--- src/rtl/poly_loader_pkg.sv ---
// Shared Dilithium constants and types for the polynomial loader.
//   DIL_Q        coefficient modulus
//   DIL_N        coefficients per polynomial
//   DIL_N_WORDS  packed BRAM words per polynomial (LANES coefficients each)
//   COEFF_W      width of a signed input coefficient / packed lane
//   RED_W        width of a reduced coefficient
//   load_state_t loader FSM states
package poly_loader_pkg;

  localparam int DIL_Q       = 8380417;
  localparam int DIL_N       = 256;
  localparam int LANES       = 4;
  localparam int DIL_N_WORDS = DIL_N / LANES;
  localparam int COEFF_W     = 24;
  localparam int RED_W       = 23;
  localparam int WORD_W      = LANES * COEFF_W;
  localparam int ADDR_W      = 6;

  typedef enum logic [1:0] {
    ST_IDLE   = 2'd0,
    ST_LOAD   = 2'd1,
    ST_FINISH = 2'd2
  } load_state_t;

  // A reduced coefficient occupies the low bits of its lane; the top bit is 0.
  function automatic logic [COEFF_W-1:0] lane_extend(input logic [RED_W-1:0] c);
    return {{(COEFF_W-RED_W){1'b0}}, c};
  endfunction

endpackage

--- src/rtl/poly_loader_coeff_reduce.sv ---
// Maps a signed coefficient into [0, Q-1].
//   data_i   signed two's-complement coefficient
//   coeff_o  reduced coefficient (0 when out of range)
//   err_o    high when data_i lies outside [-Q, Q-1]
module poly_loader_coeff_reduce
  import poly_loader_pkg::*;
#(
  parameter int Q = DIL_Q
) (
  input  logic [COEFF_W-1:0] data_i,
  output logic [RED_W-1:0]   coeff_o,
  output logic               err_o
);

  localparam logic signed [COEFF_W:0] Q_S   = (COEFF_W+1)'(Q);
  localparam logic        [RED_W-1:0] Q_RED = RED_W'(Q);

  logic signed [COEFF_W:0] d_s;

  always_comb begin
    d_s     = {data_i[COEFF_W-1], data_i};
    coeff_o = '0;
    err_o   = 1'b0;
    if (d_s >= 0 && d_s < Q_S) begin
      coeff_o = data_i[RED_W-1:0];
    end else if (d_s < 0 && d_s >= -Q_S) begin
      // The sum lands in [0, Q-1], so modular addition on the low bits is exact.
      coeff_o = data_i[RED_W-1:0] + Q_RED;
    end else begin
      err_o = 1'b1;
    end
  end

endmodule

--- src/rtl/poly_loader.sv ---
// Streams one polynomial of signed coefficients into BRAM port B, four
// reduced coefficients per 96-bit word.
//   clk      clock
//   rst      asynchronous active-low reset
//   start    one-cycle pulse in IDLE begins a load
//   valid_i  data_i carries a coefficient
//   data_i   signed 24-bit coefficient
//   ready_o  loader accepts a coefficient this cycle (LOAD state)
//   addrb    BRAM write address (word index)
//   web      BRAM write enable
//   dib      BRAM write data, lane j at [24j+23:24j]
//   done     one-cycle pulse after the last word is written
//   error    sticky: an out-of-range coefficient was seen in this load
module poly_loader
  import poly_loader_pkg::*;
#(
  parameter int Q       = DIL_Q,
  parameter int N_WORDS = DIL_N_WORDS
) (
  input  logic               clk,
  input  logic               rst,
  input  logic               start,
  input  logic               valid_i,
  input  logic [COEFF_W-1:0] data_i,
  output logic               ready_o,
  output logic [ADDR_W-1:0]  addrb,
  output logic               web,
  output logic [WORD_W-1:0]  dib,
  output logic               done,
  output logic               error
);

  localparam logic [ADDR_W-1:0] LAST_WORD = ADDR_W'(N_WORDS - 1);

  load_state_t        state_q, state_d;
  logic [1:0]         lane_q, lane_d;
  logic [ADDR_W-1:0]  word_q, word_d;
  logic [WORD_W-1:0]  pack_q, pack_d;
  logic               web_q, web_d;
  logic [ADDR_W-1:0]  addrb_q, addrb_d;
  logic [WORD_W-1:0]  dib_q, dib_d;
  logic               done_q, done_d;
  logic               error_q, error_d;

  logic [RED_W-1:0]   red_coeff;
  logic               red_err;
  logic [COEFF_W-1:0] lane_val;
  logic               accept;

  poly_loader_coeff_reduce #(
    .Q(Q)
  ) u_coeff_reduce (
    .data_i (data_i),
    .coeff_o(red_coeff),
    .err_o  (red_err)
  );

  assign ready_o = (state_q == ST_LOAD);
  assign accept  = valid_i && ready_o;

  always_comb begin
    state_d  = state_q;
    lane_d   = lane_q;
    word_d   = word_q;
    pack_d   = pack_q;
    web_d    = 1'b0;
    addrb_d  = addrb_q;
    dib_d    = dib_q;
    done_d   = 1'b0;
    error_d  = error_q;
    lane_val = lane_extend(red_coeff);

    case (state_q)
      ST_IDLE: begin
        if (start) begin
          state_d = ST_LOAD;
          lane_d  = '0;
          word_d  = '0;
          error_d = 1'b0;
        end
      end

      ST_LOAD: begin
        if (accept) begin
          lane_d  = lane_q + 2'd1;
          error_d = error_q | red_err;
          for (int unsigned j = 0; j < LANES; j++) begin
            if (lane_q == 2'(j)) begin
              pack_d[j*COEFF_W +: COEFF_W] = lane_val;
            end
          end
          // The fourth lane completes the word; pack_d already includes it.
          if (lane_q == 2'd3) begin
            web_d   = 1'b1;
            addrb_d = word_q;
            dib_d   = pack_d;
          end
        end
        // The word counter advances in the cycle the write is visible, so the
        // final wrap lines up with entry to FINISH.
        if (web_q) begin
          if (word_q == LAST_WORD) begin
            word_d  = '0;
            state_d = ST_FINISH;
            done_d  = 1'b1;
          end else begin
            word_d = word_q + 1'b1;
          end
        end
      end

      ST_FINISH: begin
        state_d = ST_IDLE;
      end

      default: begin
        state_d = ST_IDLE;
      end
    endcase
  end

  always_ff @(posedge clk or negedge rst) begin
    if (!rst) begin
      state_q <= ST_IDLE;
      lane_q  <= '0;
      word_q  <= '0;
      pack_q  <= '0;
      web_q   <= 1'b0;
      addrb_q <= '0;
      dib_q   <= '0;
      done_q  <= 1'b0;
      error_q <= 1'b0;
    end else begin
      state_q <= state_d;
      lane_q  <= lane_d;
      word_q  <= word_d;
      pack_q  <= pack_d;
      web_q   <= web_d;
      addrb_q <= addrb_d;
      dib_q   <= dib_d;
      done_q  <= done_d;
      error_q <= error_d;
    end
  end

  assign web   = web_q;
  assign addrb = addrb_q;
  assign dib   = dib_q;
  assign done  = done_q;
  assign error = error_q;

endmodule

--- config.mk ---
export PLATFORM = sky130hd
export DESIGN_NAME = poly_loader
export DESIGN_NICKNAME = d
export VERILOG_FILES = /design/src/rtl/poly_loader_pkg.sv /design/src/rtl/poly_loader_coeff_reduce.sv /design/src/rtl/poly_loader.sv
export SDC_FILE = /design/constraint.sdc
export NUM_CORES = 1
export LEC_CHECK = 0
export CORE_ASPECT_RATIO = 1.25
export CORE_UTILIZATION = 55
export DETAILED_ROUTE_END_ITERATION = 16
export GPL_ROUTABILITY_DRIVEN = 0
export PLACE_DENSITY_LB_ADDON = 0.05
export SLEW_MARGIN = 20
export SYNTH_ARGS = -nofsm -noshare
export SYNTH_HDL_FRONTEND = slang
export SYNTH_SLANG_ARGS = --single-unit
--- constraint.sdc ---
create_clock -name clk -period 4.06 [get_ports clk]
set_input_delay 1.218 -clock clk [delete_from_list [all_inputs] [get_ports clk]]
set_output_delay 1.218 -clock clk [all_outputs]
set_load 0.05 [all_outputs]
# [Word-level counts from Yosys, hierarchy flattened]
# Cells that the tools add are included.
# W data, S select, Z words.
[totals] wordCells=65 reg_bits=211 in_bits=28
[classes] bitwise_logic=1 addsub=3 n_mux=28 n_reduce_logical=11 magnitude_cmp=4 eq_ne=9
[ops] op="$mux W24" n=4
[ops] op="$mux W23" n=2
[ops] op="$ge A24 B1 Y1 const B" n=1
[ops] op="$ge A24 B24 Y1 const B" n=1
[ops] op="$lt A24 B1 Y1 const B" n=1
[ops] op="$lt A24 B24 Y1 const B" n=1
[ops] op="$add A23 B23 Y23 const B" n=1
[ops] op="$mux W6" n=3
[ops] op="$pmux W6 S2" n=1
[ops] op="$reduce_and A3 Y1" n=4
[ops] op="$mux W1" n=10
[ops] op="$mux W2" n=5
[ops] op="$pmux W2 S2" n=2
[ops] op="$add A6 B1 Y6 const B" n=1
[ops] op="$eq A6 B6 Y1 const B" n=1
[ops] op="$ne A2 B1 Y1 const B" n=3
[ops] op="$eq A2 B1 Y1 const B" n=2
[ops] op="$eq A2 B2 Y1 const B" n=2
[ops] op="$logic_not A2 Y1" n=2
[ops] op="$logic_and A1 B1 Y1" n=3
[ops] op="$add A2 B1 Y2 const B" n=1
[ops] op="$ne A2 B2 Y1 const B" n=1
[ops] op="$pmux W1 S2" n=1
[ops] op="$reduce_and A2 Y1" n=1
[ops] op="other kinds (2)" n=2

# [Logic depth before layout (Yosys ltp)]
[depth] ltp_word=7 mapped_depth=11 ltp_nobuf=8

# [By module]
# A second synthesis with hierarchy kept.
[unflattened] cells_unflattened=795 area_unflattened_um2=8881.0
[modules_own_cells] module="poly_loader" cells_per_inst=666 instances=1 area_per_inst_um2=8042.7
[modules_own_cells] module="poly_loader_coeff_reduce" cells_per_inst=129 instances=1 area_per_inst_um2=838.3

# [Worst setup path after synthesis]
# No wires, ideal clock.
[synth_path] kind="in2reg" from="input data_i[0]" to="register dib_q[44], in the netlist dib[44]" path_slack_ns=1.109 setup_ns=0.118 n_path_buf=0 cell_stages=7 t_arrival_ns=2.833 cell_sequence="ha_1 nand3_2 or4_4 and3_1 a32oi_4 a21oi_1 a21o_1"
[synth_via] elab_chain_cells=5 word_cells_on_any_way=10 cone_classes="add/sub (1); order compare (4); mux (3); reduce/logical (2)"
[synth_rtl] item="start: declaration" line_no="poly_loader.sv:24" rtl="input logic [COEFF_W-1:0] data_i,"
[synth_rtl] item="$lt A24 B1 Y1 or $ge A24 B24 Y1 (tied branches)" line_no="poly_loader_coeff_reduce.sv:26" rtl="end else if (d_s < 0 && d_s >= -Q_S) begin"
[synth_rtl] item="$logic_and A1 B1 Y1" line_no="poly_loader_coeff_reduce.sv:26"
[synth_rtl] item="$mux W23" line_no="poly_loader_coeff_reduce.sv:26"
[synth_rtl] item="$mux W23 *" line_no="poly_loader_coeff_reduce.sv:24" rtl="if (d_s >= 0 && d_s < Q_S) begin"
[synth_rtl] item="$mux W24 *" line_no="poly_loader.sv:88" rtl="if (lane_q == 2'(j)) begin"
[synth_rtl] item="end signal: assignment" line_no="poly_loader.sv:140" rtl="dib_q <= dib_d;"
[synth_rtl] item="end: declaration" line_no="poly_loader.sv:41" rtl="logic [WORD_W-1:0] dib_q, dib_d;"
# Every way passes the cells marked *; elsewhere a longest branch is shown, timed or not.
# A chain may end at the register's enable or synchronous reset.

# [Worst setup path in the final report]
[layout_path] from="input data_i[17]" to="register pack_q[42]"
[layout_via] elab_chain_cells=5 word_cells_on_any_way=10 cone_classes="add/sub (1); order compare (4); mux (3); reduce/logical (2)"
[layout_rtl] item="$lt A24 B1 Y1 or $ge A24 B24 Y1 (tied branches)" line_no="poly_loader_coeff_reduce.sv:26"
[layout_rtl] item="$logic_and A1 B1 Y1" line_no="poly_loader_coeff_reduce.sv:26"
[layout_rtl] item="$mux W23" line_no="poly_loader_coeff_reduce.sv:26"
[layout_rtl] item="$mux W23 *" line_no="poly_loader_coeff_reduce.sv:24"
[layout_rtl] item="$mux W24 *" line_no="poly_loader.sv:88"
[layout_rtl] item="end signal: assignment" line_no="poly_loader.sv:137" rtl="pack_q <= pack_d;"
[layout_rtl] item="end: declaration" line_no="poly_loader.sv:38" rtl="logic [WORD_W-1:0] pack_q, pack_d;"
# Marks and branches as above.

==> flow_summary.yaml <==
hold_path:
  hold_path_class: "flip-flop to flip-flop"
critical_path:
  start_kind: "primary input"
  endpoint_kind: "flip-flop"
  required_ns: 4.33
  crit_arrival_ns: 3.92
  critPathKind: "primary input to flip-flop"
  worstPathMaxFanout: 12
floorplanning:
  initial_core_util_pct: 56.08
  die_h_um: 140.1
  core_region_area_um2: 14950
  die_x_um: 112.4
  die-area_um2: 15750
  rows: 50
  io_pins: 134
sta:
  worst_pin_slew_ns: 0.7513
  setup_tns_ns: 0
  rsz0062_at_grt: "false"
  fin_crit_ns: 3.644
  skew_ns: 0.01329
  hold_viol: 0
  holdWs_ns: 0.4719
  setup_viol: 0
  fmax_mhz: 274.4
  post-route-period-util_pct: 89.75
  relSlewSlack_pct: 49.91
  maxSlewViolCount: 0
drt:
  via_per_inst: 6.121
  drt-initial-drc-count: 620
  dr.pass1.iters: 6
  post_drt_wl_per_cell_um: 19.44
  drc: 0
  wl_um: 22880
  postRouteAntennaNets: 0
  vias: 7205
place:
  numPortBuffers: 133
  place_hpwl_um: 15260
  postPlaceCellArea_um2: 9896
logic_synthesis:
  synth_cell_types: 52
  ys_seq_area_share_pct: 55.80
  synth_cells: 872
  synth_top_family_by_area: "compound AO/OA/AOI/OAI gates"
  ys_warn_count: 0
  synth_compound_area_share_pct: 20.40
  synthesis.nets: 907
  syn_area_per_cell_um2: 9.616
  synth-edff-count: 0
  netlist.area_leader.share_pct: 55.80
  ys.flop_type: "dfrtp_1"
  synth_mux_area_share_pct: 0.6118
  ys_seq_elements: 187
  synth_area_um2: 8386
  synth_area_leaders: "dfrtp_1 (56%), o21ai_0 (8.0%), nand2_1 (5.2%)"
  synth_xor_area_share_pct: 0.2089
  yosys.area.top_type: "dfrtp_1"
  synthAdderAreaFrac_pct: 1.044
  async_reset_ff_share_pct: 100.0
  yosys.area_share.simple_pct: 18.13
global_route:
  grt_pass1_vias: 7064
  grt_max_degree: 106
  antenna_found_initial: 0
  grt_pass1_wl_um: 36870
  overflow: 0
  grt_use_total_pct: 30.35
cells_and_area:
  nFillCells: 1192
  final_util_pct: 70.02
  area_growth_pct: 24.84
  final_common_cell: "dfrtp_1"
  nets: 1017
  final_cell_mix: "dfrtp_1 (187), o21ai_0 (134), clkdlybuf4s50_1 (132)"
  layout-drive-gt1-share_pct: 8.945
  stdcell_area_um2: 10470
  diodes: 0
pwr:
  p_leak_nw: 4.377
  totalPowerFinal_mw: 8.980
  power_density_nw_per_um2: 857.8
  ir_worst_vdd_uv: 526.7
clock_network:
  cts_buffers: 17
  clk_pin_slew_ns: 0.07
  clockBufferDepth: 2
  cts_tree: "done"
  cts_setup_buffers: 0
  htree_levels: 4
  clock-root-buffer: "clkbuf_16"
  cts_sinks: 187
  post_cts_resized: 0
  postCtsHoldBufs: 0
  clk_latency_ns: 0.43
job:
  maxCapViolations: 0
run_status:
  status: "completed"
cell families after synthesis:
family,Yosys count
and+or+nand+nor,297
AOI/OAI and AO/OA,296
DFF,187
buffers and inverters,78
adders and majority gates,7
muxes,5
xor gates and xnor gates,2
critical path, cell delays in order:
cell and delay, ns:
clkdlybuf4s50_1 0.68, nand4_1 0.16, nor3_2 0.45, a21o_1 0.42, o21ai_0 0.17, a21oi_1 0.60
o21ai_0 0.23
sequential cells by signal, summed over array words and instances, names as in the netlist:
signal   cells
done         1
state_q      2
error        1
web          1
word_q       6
addrb        6
lane_q       2
dib         96
pack_q      72
metrics by stage:
step / worst slack [ns] / instances
6_report: 0.4163 / 1177
5_1_grt: 0.2457 / 1177
2_1_floorplan: 1.109 / 872
4_1_cts: 0.4662 / 1177
3_3_place_gp: 0.1246 / 1145
3_5_place_dp: 0.003157 / 1145
area by class of cell:
cell class / instances / area (um2) / share of cell area [%]
multi-input cells: 607 / 3390 / 32.38
inverters: 11 / 41.29 / 0.3944
well taps: 182 / 227.7 / 2.175
flip-flops and latches: 187 / 4679 / 44.70
clock buffers: 19 / 442.9 / 4.231
clock inverters: 13 / 130.1 / 1.243
repair buffers: 158 / 1558 / 14.88
cells in the mapped netlist (2+ instances only):
cell / instances
nand2b_1: 2
or3_1: 38
a22oi_2: 5
nor2b_1: 4
and3_1: 6
and2_1: 9
nand3b_1: 3
a21o_1: 9
nand4_1: 6
nor3b_1: 25
a22o_1: 5
or4_1: 2
a31oi_1: 15
nor4_1: 7
inv_1: 11
o21ai_0: 134
a21oi_2: 12
a211oi_1: 7
nor3_1: 17
o21a_1: 2
clkbuf_2: 2
nor2_1: 36
a21oi_1: 80
buf_2: 10
o21ai_1: 19
mux2i_1: 4
nor4_2: 2
buf_1: 3
nand2_1: 117
dfrtp_1: 187
nand3_1: 15
ha_1: 7
and4_1: 2
xnor2_1: 2
clkbuf_1: 50
routing by layer:
metal  vias up  GRT usage [%]  wire, um
met2       297          51.95     11530
met1      3547          37.36      9118
met4         0          13.82       798
met3        56          5.712      1431
met5         -              0         0
li1       3305              -         -
path summary, 6_finish.rpt:
| path | cells past startpoint | from | endpoint | slack (ns) |
|---|---|---|---|---|
| max | 7 | data_i[17] | pack_q[42]$_DFFE_PN0P_ | 0.42 |
| min | 2 | addrb[2]$_DFFE_PN0P_ | addrb[2]$_DFFE_PN0P_ | 0.47 |
| max reg2reg | 7 | state_q[0]$_DFFE_PN0P_ | dib[51]$_DFFE_PN0P_ | 1.71 |
| min reg2reg | 2 | addrb[2]$_DFFE_PN0P_ | addrb[2]$_DFFE_PN0P_ | 0.47 |
| max in group asynchronous | 2 | rst | dib[35]$_DFFE_PN0P_ | 2.39 |
| min in group asynchronous | 1 | rst | done$_DFF_PN0_ | 0.83 |
power by group:
group	internal (mW)	switching [mW]	leakage (nW)
sequential	2.70	0.512	2.29
combinational	1.35	2.79	1.81
clock	0.878	0.747	0.279
Power figures use the tool's default switching activity.
